**src/rtl/nonce_result_fifo_xn_if.sv**
```systemverilog
// nonce_result_fifo_xn_if: hit inputs and show-ahead read side of the nonce result FIFO
//   master: drives core_success, core_nonce, core_hash_id, flush, rd_pop
//   slave : drives rd_valid, rd_data {core_idx, hash_id, nonce}, fill_level, irq, overflow_cnt
interface nonce_result_fifo_xn_if #(
   parameter int N_CORES = 4,
   parameter int DEPTH   = 8,
   parameter int NONCE_W = 32,
   parameter int ID_W    = 4
);
   localparam int CW = $clog2(N_CORES);
   localparam int AW = $clog2(DEPTH);
   logic [N_CORES-1:0]         core_success;
   logic [N_CORES*NONCE_W-1:0] core_nonce;
   logic [N_CORES*ID_W-1:0]    core_hash_id;
   logic                       flush;
   logic                       rd_pop;
   logic                       rd_valid;
   logic [CW+ID_W+NONCE_W-1:0] rd_data;
   logic [AW:0]                fill_level;
   logic                       irq;
   logic [7:0]                 overflow_cnt;
   modport master (
      output core_success, core_nonce, core_hash_id, flush, rd_pop,
      input  rd_valid, rd_data, fill_level, irq, overflow_cnt
   );
   modport slave (
      input  core_success, core_nonce, core_hash_id, flush, rd_pop,
      output rd_valid, rd_data, fill_level, irq, overflow_cnt
   );
endinterface

```
**src/rtl/nonce_result_fifo_xn.sv**
```systemverilog
// nonce_result_fifo_xn: per-core hit capture, round-robin merge into a show-ahead FIFO with irq
//   clk     : core clock
//   reset_n : asynchronous active-low reset
//   bus     : slave side of nonce_result_fifo_xn_if (core hits, flush, pop, FIFO status, irq)
module nonce_result_fifo_xn #(
   parameter int N_CORES    = 4,
   parameter int DEPTH      = 8,
   parameter int NONCE_W    = 32,
   parameter int ID_W       = 4,
   parameter int IRQ_THRESH = 2,
   parameter int TIMEOUT    = 256
) (
   input logic                   clk,
   input logic                   reset_n,
   nonce_result_fifo_xn_if.slave bus
);
   localparam int CW = $clog2(N_CORES);
   localparam int AW = $clog2(DEPTH);
   localparam int EW = CW + ID_W + NONCE_W;
   localparam int GW = $clog2(TIMEOUT + 1);
   logic [N_CORES-1:0] r_pend_v;
   logic [NONCE_W-1:0] r_pend_nonce [N_CORES];
   logic [ID_W-1:0]    r_pend_id    [N_CORES];
   logic [EW-1:0]      r_mem        [DEPTH];
   logic [AW-1:0]      r_wr_ptr;
   logic [AW-1:0]      r_rd_ptr;
   logic [AW:0]        r_fill;
   logic [CW-1:0]      r_rr;
   logic [GW-1:0]      r_age;
   logic               r_irq;
   logic [7:0]         r_ovf;
   logic               w_pop;
   logic               w_can_push;
   logic               w_gnt_v;
   logic [CW-1:0]      w_gnt_k;
   logic [N_CORES-1:0] w_gsel;
   logic [N_CORES-1:0] w_take;
   logic [N_CORES-1:0] w_drop;
   logic [CW:0]        w_ndrop;
   logic [8:0]         w_ovf_sum;
   logic [AW:0]        w_fill_nxt;
   logic [GW-1:0]      w_age_nxt;
   logic               w_irq_nxt;
   assign w_pop      = bus.rd_pop && (r_fill != '0);
   assign w_can_push = (r_fill != (AW+1)'(DEPTH)) || w_pop;
   // Descending scan so the slot closest to the RR pointer is the last (winning) assignment.
   always_comb begin
      w_gnt_v = 1'b0;
      w_gnt_k = '0;
      for (int i = N_CORES - 1; i >= 0; i--) begin
         if (w_can_push && r_pend_v[(int'(r_rr) + i) % N_CORES]) begin
            w_gnt_v = 1'b1;
            w_gnt_k = CW'((int'(r_rr) + i) % N_CORES);
         end
      end
   end
   assign w_gsel = N_CORES'(w_gnt_v) << w_gnt_k;
   // A slot being granted this cycle frees up in time to take a new hit.
   assign w_take = ~r_pend_v | w_gsel;
   assign w_drop = bus.core_success & ~w_take;
   always_comb begin
      w_ndrop = '0;
      for (int k = 0; k < N_CORES; k++)
         w_ndrop = w_ndrop + (CW+1)'(w_drop[k]);
   end
   assign w_ovf_sum  = {1'b0, r_ovf} + 9'(w_ndrop);
   assign w_fill_nxt = r_fill + (AW+1)'(w_gnt_v) - (AW+1)'(w_pop);
   assign w_age_nxt  = (w_pop || r_fill == '0) ? '0 :
                       (r_age == GW'(TIMEOUT)) ? r_age : r_age + GW'(1);
   assign w_irq_nxt  = (r_fill >= (AW+1)'(IRQ_THRESH)) ||
                       (r_fill != '0 && r_age == GW'(TIMEOUT));
   always_ff @(posedge clk or negedge reset_n) begin
      if (!reset_n) begin
         r_pend_v <= '0;
         r_wr_ptr <= '0;
         r_rd_ptr <= '0;
         r_fill   <= '0;
         r_rr     <= '0;
         r_age    <= '0;
         r_irq    <= 1'b0;
         r_ovf    <= '0;
         for (int k = 0; k < N_CORES; k++) begin
            r_pend_nonce[k] <= '0;
            r_pend_id[k]    <= '0;
         end
         for (int d = 0; d < DEPTH; d++)
            r_mem[d] <= '0;
      end else if (bus.flush) begin
         r_pend_v <= '0;
         r_wr_ptr <= '0;
         r_rd_ptr <= '0;
         r_fill   <= '0;
         r_rr     <= '0;
         r_age    <= '0;
         r_irq    <= 1'b0;
      end else begin
         if (w_gnt_v) begin
            r_mem[r_wr_ptr] <= {w_gnt_k, r_pend_id[w_gnt_k], r_pend_nonce[w_gnt_k]};
            r_wr_ptr        <= r_wr_ptr + AW'(1);
            r_rr            <= (w_gnt_k == CW'(N_CORES - 1)) ? '0 : w_gnt_k + CW'(1);
         end
         if (w_pop)
            r_rd_ptr <= r_rd_ptr + AW'(1);
         r_pend_v <= (r_pend_v & ~w_gsel) | (bus.core_success & w_take);
         for (int k = 0; k < N_CORES; k++) begin
            if (bus.core_success[k] && w_take[k]) begin
               r_pend_nonce[k] <= bus.core_nonce[k*NONCE_W +: NONCE_W];
               r_pend_id[k]    <= bus.core_hash_id[k*ID_W +: ID_W];
            end
         end
         r_fill <= w_fill_nxt;
         r_age  <= w_age_nxt;
         r_irq  <= w_irq_nxt;
         r_ovf  <= w_ovf_sum[8] ? 8'hFF : w_ovf_sum[7:0];
      end
   end
   assign bus.rd_valid     = r_fill != '0;
   assign bus.rd_data      = r_mem[r_rd_ptr];
   assign bus.fill_level   = r_fill;
   assign bus.irq          = r_irq;
   assign bus.overflow_cnt = r_ovf;
endmodule

```
**src/flat_wrapper.sv**
```systemverilog
// flat-port wrapper written by rule: the top's interface ports become plain ports
module nonce_result_fifo_xn_flat 
#(
   parameter int N_CORES    = 4,
   parameter int DEPTH      = 8,
   parameter int NONCE_W    = 32,
   parameter int ID_W       = 4,
   parameter int IRQ_THRESH = 2,
   parameter int TIMEOUT    = 256
)
  (clk, reset_n, bus_core_success, bus_core_nonce, bus_core_hash_id, bus_flush, bus_rd_pop, bus_rd_valid, bus_rd_data, bus_fill_level, bus_irq, bus_overflow_cnt);
  nonce_result_fifo_xn_if #(.N_CORES(N_CORES), .DEPTH(DEPTH), .NONCE_W(NONCE_W), .ID_W(ID_W)) bus_i ();
  input logic clk;
  input logic reset_n;
  input wire logic [$bits(bus_i.core_success)-1:0] bus_core_success;
  input wire logic [$bits(bus_i.core_nonce)-1:0] bus_core_nonce;
  input wire logic [$bits(bus_i.core_hash_id)-1:0] bus_core_hash_id;
  input wire logic [$bits(bus_i.flush)-1:0] bus_flush;
  input wire logic [$bits(bus_i.rd_pop)-1:0] bus_rd_pop;
  output wire logic [$bits(bus_i.rd_valid)-1:0] bus_rd_valid;
  output wire logic [$bits(bus_i.rd_data)-1:0] bus_rd_data;
  output wire logic [$bits(bus_i.fill_level)-1:0] bus_fill_level;
  output wire logic [$bits(bus_i.irq)-1:0] bus_irq;
  output wire logic [$bits(bus_i.overflow_cnt)-1:0] bus_overflow_cnt;
  assign bus_i.core_success = bus_core_success;
  assign bus_i.core_nonce = bus_core_nonce;
  assign bus_i.core_hash_id = bus_core_hash_id;
  assign bus_i.flush = bus_flush;
  assign bus_i.rd_pop = bus_rd_pop;
  assign bus_rd_valid = bus_i.rd_valid;
  assign bus_rd_data = bus_i.rd_data;
  assign bus_fill_level = bus_i.fill_level;
  assign bus_irq = bus_i.irq;
  assign bus_overflow_cnt = bus_i.overflow_cnt;
  nonce_result_fifo_xn #(.N_CORES(N_CORES), .DEPTH(DEPTH), .NONCE_W(NONCE_W), .ID_W(ID_W), .IRQ_THRESH(IRQ_THRESH), .TIMEOUT(TIMEOUT)) u_core (.clk(clk), .reset_n(reset_n), .bus(bus_i));
endmodule
```
**config.mk**
```make
export PLATFORM = sky130hd
export DESIGN_NAME = nonce_result_fifo_xn_flat
export DESIGN_NICKNAME = d
export VERILOG_FILES = /design/src/rtl/nonce_result_fifo_xn_if.sv /design/src/rtl/nonce_result_fifo_xn.sv /design/src/flat_wrapper.sv
export SDC_FILE = /design/constraint.sdc
export NUM_CORES = 1
export LEC_CHECK = 0
export ABC_AREA = 1
export BUFFER_PORTS_ARGS = -buffer_cell sky130_fd_sc_hd__buf_2
export CORE_ASPECT_RATIO = 1.25
export CORE_MARGIN = 2
export CORE_UTILIZATION = 65
export DETAILED_ROUTE_END_ITERATION = 10
export PLACE_DENSITY = 0.83
export REMOVE_ABC_BUFFERS = 1
export SYNTH_ARGS = -nofsm -noshare
export SYNTH_HDL_FRONTEND = slang
export SYNTH_SLANG_ARGS = --single-unit
export TNS_END_PERCENT = 30
```
**constraint.sdc**
```tcl
create_clock -name clk -period 9.1 [get_ports clk]
set_clock_uncertainty 0.1 [all_clocks]
set_input_delay 1.365 -clock clk [delete_from_list [all_inputs] [get_ports clk]]
set_output_delay 1.365 -clock clk [all_outputs]
set_load 0.01 [all_outputs]
```
**Word level (Yosys, flattened, before mapping)**

Index checks and enable logic that the tools add are counted.

- Register bits after elaboration: 482
- Input bits: 152
- Output and inout port bits: 52
- Word-level logic and storage cells: 137

- Add/subtract/negate cells: 13
- $lt $le $gt $ge: 9
- Equality and inequality tests: 4
- Shift operators: 1
- Muxes and demuxes: 45
- Bitwise gates (word level): 15
- Reduce and logical (&&, ||, !) cells: 26

Operator list:

| kind | count |
|---|---|
| $bwmux 304 | 1 |
| $bmux 38 s3 | 1 |
| $demux 38 s3 | 1 |
| $mux 38 | 3 |
| $bmux 32 s2 | 1 |
| $mux 32 | 2 |
| $mux 9 | 3 |
| $mux 4 | 4 |
| $mux 2 | 7 |
| $and 4x4->4 | 3 |
| $lt 3x4->1 const B | 3 |
| $mux 1 | 12 |
| $mux 3 | 4 |
| $not 4->4 | 3 |
| $logic_and 1x1->1 | 11 |
| $reduce_and 2->1 | 5 |
| $add 8x3->9 | 1 |
| $add 9x1->9 const B | 1 |
| $eq 9x9->1 const B | 1 |
| $bmux 1 s2 | 4 |
| $bmux 4 s2 | 1 |
| $ge 4x4->1 const B | 2 |
| $mux 8 | 1 |
| $not 3->4 | 2 |
| 24 further kinds | 36 |

**Longest topological paths before layout**

- Depth in word-level cells: 20
- Depth in mapped cells: 29
- Gate-level depth less buffers: 26

**Least setup slack after synthesis**

OpenSTA, ideal clock, no wires.

- Path type: input to register
- Start: input bus_rd_pop
- End: register u_core.r_ovf[0], in the netlist u_core.bus.overflow_cnt[0]
- Setup time: 83 ps
- Arrival: 4729 ps
- Required time: 8917 ps
- Path slack: 4189 ps
- Stages on the path: 24
- Path buffers: 2
- Cell sequence: nand2_2 > nand2_2 > nand2_2 > nor2_1 > nor2_2 > nand2_2 > nand2_4 > buf_6 > nand2_2 > nand2_4 > buf_2 > nor2_1 > ha_1 > fa_1 > ha_1 > inv_1 > fa_1 > nor2_1 > o21ai_0 > inv_1 > nand2_1 > nor3_1 > nand2_1 > o21ai_0

- Word-level cells in the longest chain between the ends: 16
- Elaborated cells between the ends (all ways): 23
- Classes of those cells: 4 x add/sub; 1 x shift; 9 x mux; 3 x bitwise; 6 x reduce/logical

Ends and longest elaborated chain:

| item | RTL line | RTL |
|---|---|---|
| start, declared | flat_wrapper.sv:19 | `input wire logic [$bits(bus_i.rd_pop)-1:0] bus_rd_pop;` |
| $logic_and 1x1->1 (*) | nonce_result_fifo_xn.sv:44 | `assign w_pop = bus.rd_pop && (r_fill != '0);` |
| $logic_or 1x1->1 (*) | nonce_result_fifo_xn.sv:45 | `assign w_can_push = (r_fill != (AW+1)'(DEPTH)) \|\| w_pop;` |
| $logic_and 1x1->1 | nonce_result_fifo_xn.sv:51 | `if (w_can_push && r_pend_v[(int'(r_rr) + i) % N_CORES]) begin` |
| $mux 1 or $mux 2 (tied branches) (4 in series) | nonce_result_fifo_xn.sv:51 |  |
| $shl 1x2->4 (*) | nonce_result_fifo_xn.sv:57 | `assign w_gsel = N_CORES'(w_gnt_v) << w_gnt_k;` |
| $or 4x4->4 (*) | nonce_result_fifo_xn.sv:59 | `assign w_take = ~r_pend_v \| w_gsel;` |
| $not 4->4 (*) | nonce_result_fifo_xn.sv:60 | `assign w_drop = bus.core_success & ~w_take;` |
| $and 4x4->4 (*) | nonce_result_fifo_xn.sv:60 |  |
| $add 1x1->2 | nonce_result_fifo_xn.sv:64 | `w_ndrop = w_ndrop + (CW+1)'(w_drop[k]);` |
| $add 3x1->3 | nonce_result_fifo_xn.sv:64 |  |
| $add 3x1->3 (*) | nonce_result_fifo_xn.sv:64 |  |
| $add 8x3->9 (*) | nonce_result_fifo_xn.sv:66 | `assign w_ovf_sum = {1'b0, r_ovf} + 9'(w_ndrop);` |
| $mux 8 (*) | nonce_result_fifo_xn.sv:114 | `r_ovf <= w_ovf_sum[8] ? 8'hFF : w_ovf_sum[7:0];` |
| end signal, assigned | nonce_result_fifo_xn.sv:114 |  |
| end, declared | nonce_result_fifo_xn.sv:31 | `logic [7:0] r_ovf;` |

Mark *: on every way between the ends. The rest lies on a longest branch, timed or not.
A chain may end at the register's enable or synchronous reset.

**Final worst setup path**

- Start: register u_core.r_fill[2], in the netlist u_core.bus.fill_level[2]
- End: register u_core.r_ovf[0], in the netlist u_core.bus.overflow_cnt[0]

- Word-level cells in the longest chain between the ends: 17
- Elaborated cells between the ends (all ways): 25
- Classes of those cells: 4 x add/sub; 1 x eq/ne; 1 x shift; 9 x mux; 3 x bitwise; 7 x reduce/logical

Ends and longest elaborated chain:

| item | RTL line | RTL |
|---|---|---|
| start, declared | nonce_result_fifo_xn.sv:27 | `logic [AW:0] r_fill;` |
| start signal, assigned | nonce_result_fifo_xn.sv:111 | `r_fill <= w_fill_nxt;` |
| $reduce_bool 4->1 | nonce_result_fifo_xn.sv:44 |  |
| $logic_and 1x1->1 | nonce_result_fifo_xn.sv:44 |  |
| $logic_or 1x1->1 (*) | nonce_result_fifo_xn.sv:45 |  |
| $logic_and 1x1->1 | nonce_result_fifo_xn.sv:51 |  |
| $mux 1 or $mux 2 (tied branches) (4 in series) | nonce_result_fifo_xn.sv:51 |  |
| $shl 1x2->4 (*) | nonce_result_fifo_xn.sv:57 |  |
| $or 4x4->4 (*) | nonce_result_fifo_xn.sv:59 |  |
| $not 4->4 (*) | nonce_result_fifo_xn.sv:60 |  |
| $and 4x4->4 (*) | nonce_result_fifo_xn.sv:60 |  |
| $add 1x1->2 | nonce_result_fifo_xn.sv:64 |  |
| $add 3x1->3 | nonce_result_fifo_xn.sv:64 |  |
| $add 3x1->3 (*) | nonce_result_fifo_xn.sv:64 |  |
| $add 8x3->9 (*) | nonce_result_fifo_xn.sv:66 |  |
| $mux 8 (*) | nonce_result_fifo_xn.sv:114 |  |

Marked as above.

==> flow_metrics.py <==
metrics = {
    "synthesis": {
        "synth_cells": 2981,
        "synth-async-reset-ratio": 1.00,
        "synth_top_cell_by_area": "sky130_fd_sc_hd__dfrtp_1",
        "synth_seq_cells": 482,
        "yosysTopAreaCellShare": 0.514,
        "yosys.cell_types.count": 37,
        "number_of_enable_type_register_cells_in_the_synthesized_netlist": 0,
        "synth_area_leaders": "sky130_fd_sc_hd__dfrtp_1 51%, sky130_fd_sc_hd__nand2_1 17%, sky130_fd_sc_hd__nand3_1 9.6%, sky130_fd_sc_hd__nor2_1 4.8%, sky130_fd_sc_hd__o21ai_0 3.5%",
        "ys_dominant_reg_cell": "sky130_fd_sc_hd__dfrtp_1",
        "netlist_area_um2": 23500,
        "yosys_warnings": 0,
        "synth_area_per_cell_um2": 7.88,
        "synth-seq-area-share": 0.514,
    },
    "setup_path": {
        "timing.critical_path.arrival_ps": 6240,
        "worstSetupEndpointType": "flip-flop",
        "rr_startpoint": "u_core.bus.fill_level[2]",
        "path_max_fanout": 49,
        "category_of_the_most_critical_setup_path": "reg -> reg",
        "cpMaxStageDelayCell": "sky130_fd_sc_hd__nand2_4",
        "required_ps": 9500,
        "regToRegSetupSlack_ps": 3260,
        "timing.reg2reg.worst_path_depth": 24,
        "critical-path-max-stage-delay_ps": 690,
        "cpMostUsedCell": "sky130_fd_sc_hd__nand2_2",
        "ordered_cell_list_for_the_critical_path": "inv_1 -> ha_1 -> nor3b_1 -> nand2_2 -> nand2_2 -> nor2_1 -> nor2_2 -> nand2_2 -> nand2_4 -> nand2_2 -> nand2_4 -> nor2_1 -> ha_1 -> fa_1 -> ha_1 -> inv_1 -> fa_1 -> nor2_1 -> o21ai_0 -> inv_1 -> nand2_1 -> nor3_1 -> nand2_1 -> o21ai_0",
        "start_kind": "flip-flop",
        "timing.rr.end": "u_core.bus.overflow_cnt[0]",
    },
    "power": {
        "power.share.sequential": 0.336,
        "worst_ir_drop_vdd_mv": 0.319,
        "power_after_layout_w": 0.00984,
        "total_switching_power_w": 0.00460,
        "p_leak_nw": 13.9,
        "power.switching_fraction": 0.467,
        "share_clk_of_total_power": 0.208,
        "pd_cells_nw_per_um2": 376,
        "combPwrFrac": 0.455,
        "power.internal_w": 0.00524,
    },
    "timing": {
        "worst_margin_slew_ps": 1220,
        "report.final.hold_viol_count": 0,
        "achievable-frequency_ghz": 0.171,
        "period_utilization": 0.641,
        "totalNegativeSetupSlack_ps": 0,
        "timing.final.setup_violations": 0,
        "rsz0062_at_grt": "no",
        "worst_slew_margin_rel": 0.189,
        "hold_slack_ps": 370,
        "timing_max_transition_violations_final": 0,
        "final_min_period_ps": 5840,
    },
    "die": {
        "initial_utilization": 0.662,
        "die_y_um": 216,
        "die-area_um2": 37700,
        "io-pin-count": 204,
        "die_w_um": 174,
        "core_region_area_um2": 35500,
        "fp-row-count": 77,
    },
    "drt": {
        "routed_via_density": 6.24,
        "postRouteWirelength_um": 73000,
        "num_vias": 22400,
        "drt_first_iter_violations": 3297,
        "firstDrtPassIters": 7,
        "route.antenna.remaining_nets": 0,
        "wl_per_cell_um": 20.3,
        "remaining_drc_errors": 0,
    },
    "clock_tree": {
        "worst_skew_late_latency_ps": 590,
        "cts.htree.levels": 2,
        "tritoncts_num_sinks": 482,
        "clock_pin_slew_worst_setup_and_hold_paths_ps": 70,
        "post_cts_buffers": 0,
        "clock-root-buffer": "sky130_fd_sc_hd__clkbuf_16",
        "cts_tree": "yes",
        "cts_repair_resize_count": 0,
        "holdBufCountCts": 0,
        "cts.path.max_buffers": 3,
        "tritoncts.num_buffers": 49,
    },
    "status": {
        "result_of_the_run": "complete, no violations",
    },
    "grt": {
        "grt_max_degree": 164,
        "initial_antenna_violation_count": 0,
        "globalRouteTotalUtil": 0.389,
        "overflow": 0,
        "via_count_of_the_first_global_routing_pass": 22400,
        "grt_pass1_wl_um": 116000,
    },
    "place": {
        "place.port_buffers": 203,
        "globalplace.congestion": 0.885,
        "detailedPlacementHpwl_um": 39000,
    },
    "finish": {
        "insertedDiodeCount": 0,
        "layout.cells.most_common_list": "1,084 x sky130_fd_sc_hd__nand2_1, 480 x sky130_fd_sc_hd__dfrtp_1, 448 x sky130_fd_sc_hd__nand3_1",
        "most_common_cell_after_layout_fill_and_taps_aside": "sky130_fd_sc_hd__nand2_1",
        "post-route-util": 0.737,
        "drive_above_1_share": 0.139,
        "fillerInstances": 2772,
        "nNetsFinal": 3253,
        "area_delta_synth_final_pct": 11.3,
    },
    "min_path": {
        "worstHoldStart": "u_core.r_pend_nonce[72]",
        "min_path_cells": 2,
        "worstHoldEndpoint": "u_core.r_pend_nonce[72]",
        "timing.hold.worst.class": "reg -> reg",
    },
    "job": {
        "maxCapViolCount": 0,
    },
}
[cell type report]
| cell class | count | area [µm²] | share of cell area |
|---|---|---|---|
| inverters | 69 | 267 | 0.0102 |
| clock buffers | 68 | 1450 | 0.0555 |
| well taps | 474 | 593 | 0.0227 |
| flip-flops and latches | 482 | 12100 | 0.462 |
| multi-input cells | 2249 | 10300 | 0.395 |
| clock inverters | 21 | 178 | 0.00680 |
| repair buffers | 232 | 1260 | 0.0481 |
[kinds of logic after synthesis]
group / share of synthesized area
AOI/OAI and AO/OA: 0.0657
DFF: 0.514
xor gates and xnor gates: 0.00187
and+or+nand+nor: 0.359
buffers and inverters: 0.0488
adders and majority gates: 0.0106
[critical path: cells and delay by family, from the launching register on]
family	cells	cell delay [ps]
compound gates	2	210
fa+ha+maj	5	1620
buf+inv	3	240
flops	1	380
simple gates	14	3170
[stage by stage]
stage	cell area, µm²	cells	setup slack [ps]
global placement	24500	3506	2980
finish	26100	3595	3260
floorplan	22600	2800	1430
CTS	26100	3595	3310
detailed placement	24500	3506	2750
global route	26100	3595	2840
[Yosys cell counts (2+ instances only)]
library cell / number
sky130_fd_sc_hd__nand4_1: 2
sky130_fd_sc_hd__clkinv_1: 2
sky130_fd_sc_hd__o21ai_0: 166
sky130_fd_sc_hd__buf_6: 7
sky130_fd_sc_hd__xnor2_1: 2
sky130_fd_sc_hd__nand2_1: 1086
sky130_fd_sc_hd__clkbuf_1: 71
sky130_fd_sc_hd__nand2_2: 7
sky130_fd_sc_hd__nand2_4: 3
sky130_fd_sc_hd__buf_4: 10
sky130_fd_sc_hd__nor3_1: 10
sky130_fd_sc_hd__nand3_2: 73
sky130_fd_sc_hd__dfrtp_1: 482
sky130_fd_sc_hd__buf_2: 90
sky130_fd_sc_hd__buf_1: 3
sky130_fd_sc_hd__inv_2: 12
sky130_fd_sc_hd__a21oi_1: 16
sky130_fd_sc_hd__nor2_1: 303
sky130_fd_sc_hd__a31oi_1: 39
sky130_fd_sc_hd__fa_1: 3
sky130_fd_sc_hd__o21ai_1: 16
sky130_fd_sc_hd__inv_1: 53
sky130_fd_sc_hd__o21bai_2: 2
sky130_fd_sc_hd__nor2_4: 8
sky130_fd_sc_hd__xor2_1: 3
sky130_fd_sc_hd__ha_1: 15
sky130_fd_sc_hd__nand3_1: 448
sky130_fd_sc_hd__o22ai_1: 39
sky130_fd_sc_hd__inv_4: 2
[metal layers]
metal,share of wire,GRT usage,vias up
li1,-,-,9916
met1,0.36,0.492,10800
met2,0.48,0.640,1468
met3,0.11,0.0775,304
met4,0.046,0.200,0
met5,0,0,-
[sequential cells by signal (all words and copies together) (netlist names), 4 cells and up]
register,cells
u_core.bus.fill_level,4
u_core.bus.overflow_cnt,8
u_core.r_age,9
u_core.r_pend_v,4
u_core.r_pend_id,16
u_core.r_pend_nonce,128
u_core.r_mem,304
[worst max path at each step]
stage | from | end | cells past startpoint | slack, ps
after floorplan | u_core.r_rd_ptr[0] | bus_rd_data[0] | 5 | 1430
after global placement | bus_rd_pop | u_core.bus.overflow_cnt[0] | 23 | 2980
after detailed placement | bus_rd_pop | u_core.bus.overflow_cnt[0] | 23 | 2750
after CTS | u_core.bus.fill_level[2] | u_core.bus.overflow_cnt[0] | 24 | 3310
after global routing | u_core.bus.fill_level[2] | u_core.bus.overflow_cnt[0] | 24 | 2840
final | u_core.bus.fill_level[2] | u_core.bus.overflow_cnt[0] | 24 | 3260
[power by group through the flow]
stage / logic [W] / registers, W / clock network (W)
after floorplan: 0.00293 / 0.00325 / 0
after global placement: 0.00422 / 0.00328 / 0
after detailed placement: 0.00435 / 0.00331 / 0
after CTS: 0.00439 / 0.00328 / 0.00205
after global routing: 0.00493 / 0.00338 / 0.00213
final: 0.00448 / 0.00331 / 0.00205
(Power assumes the default switching activity.)
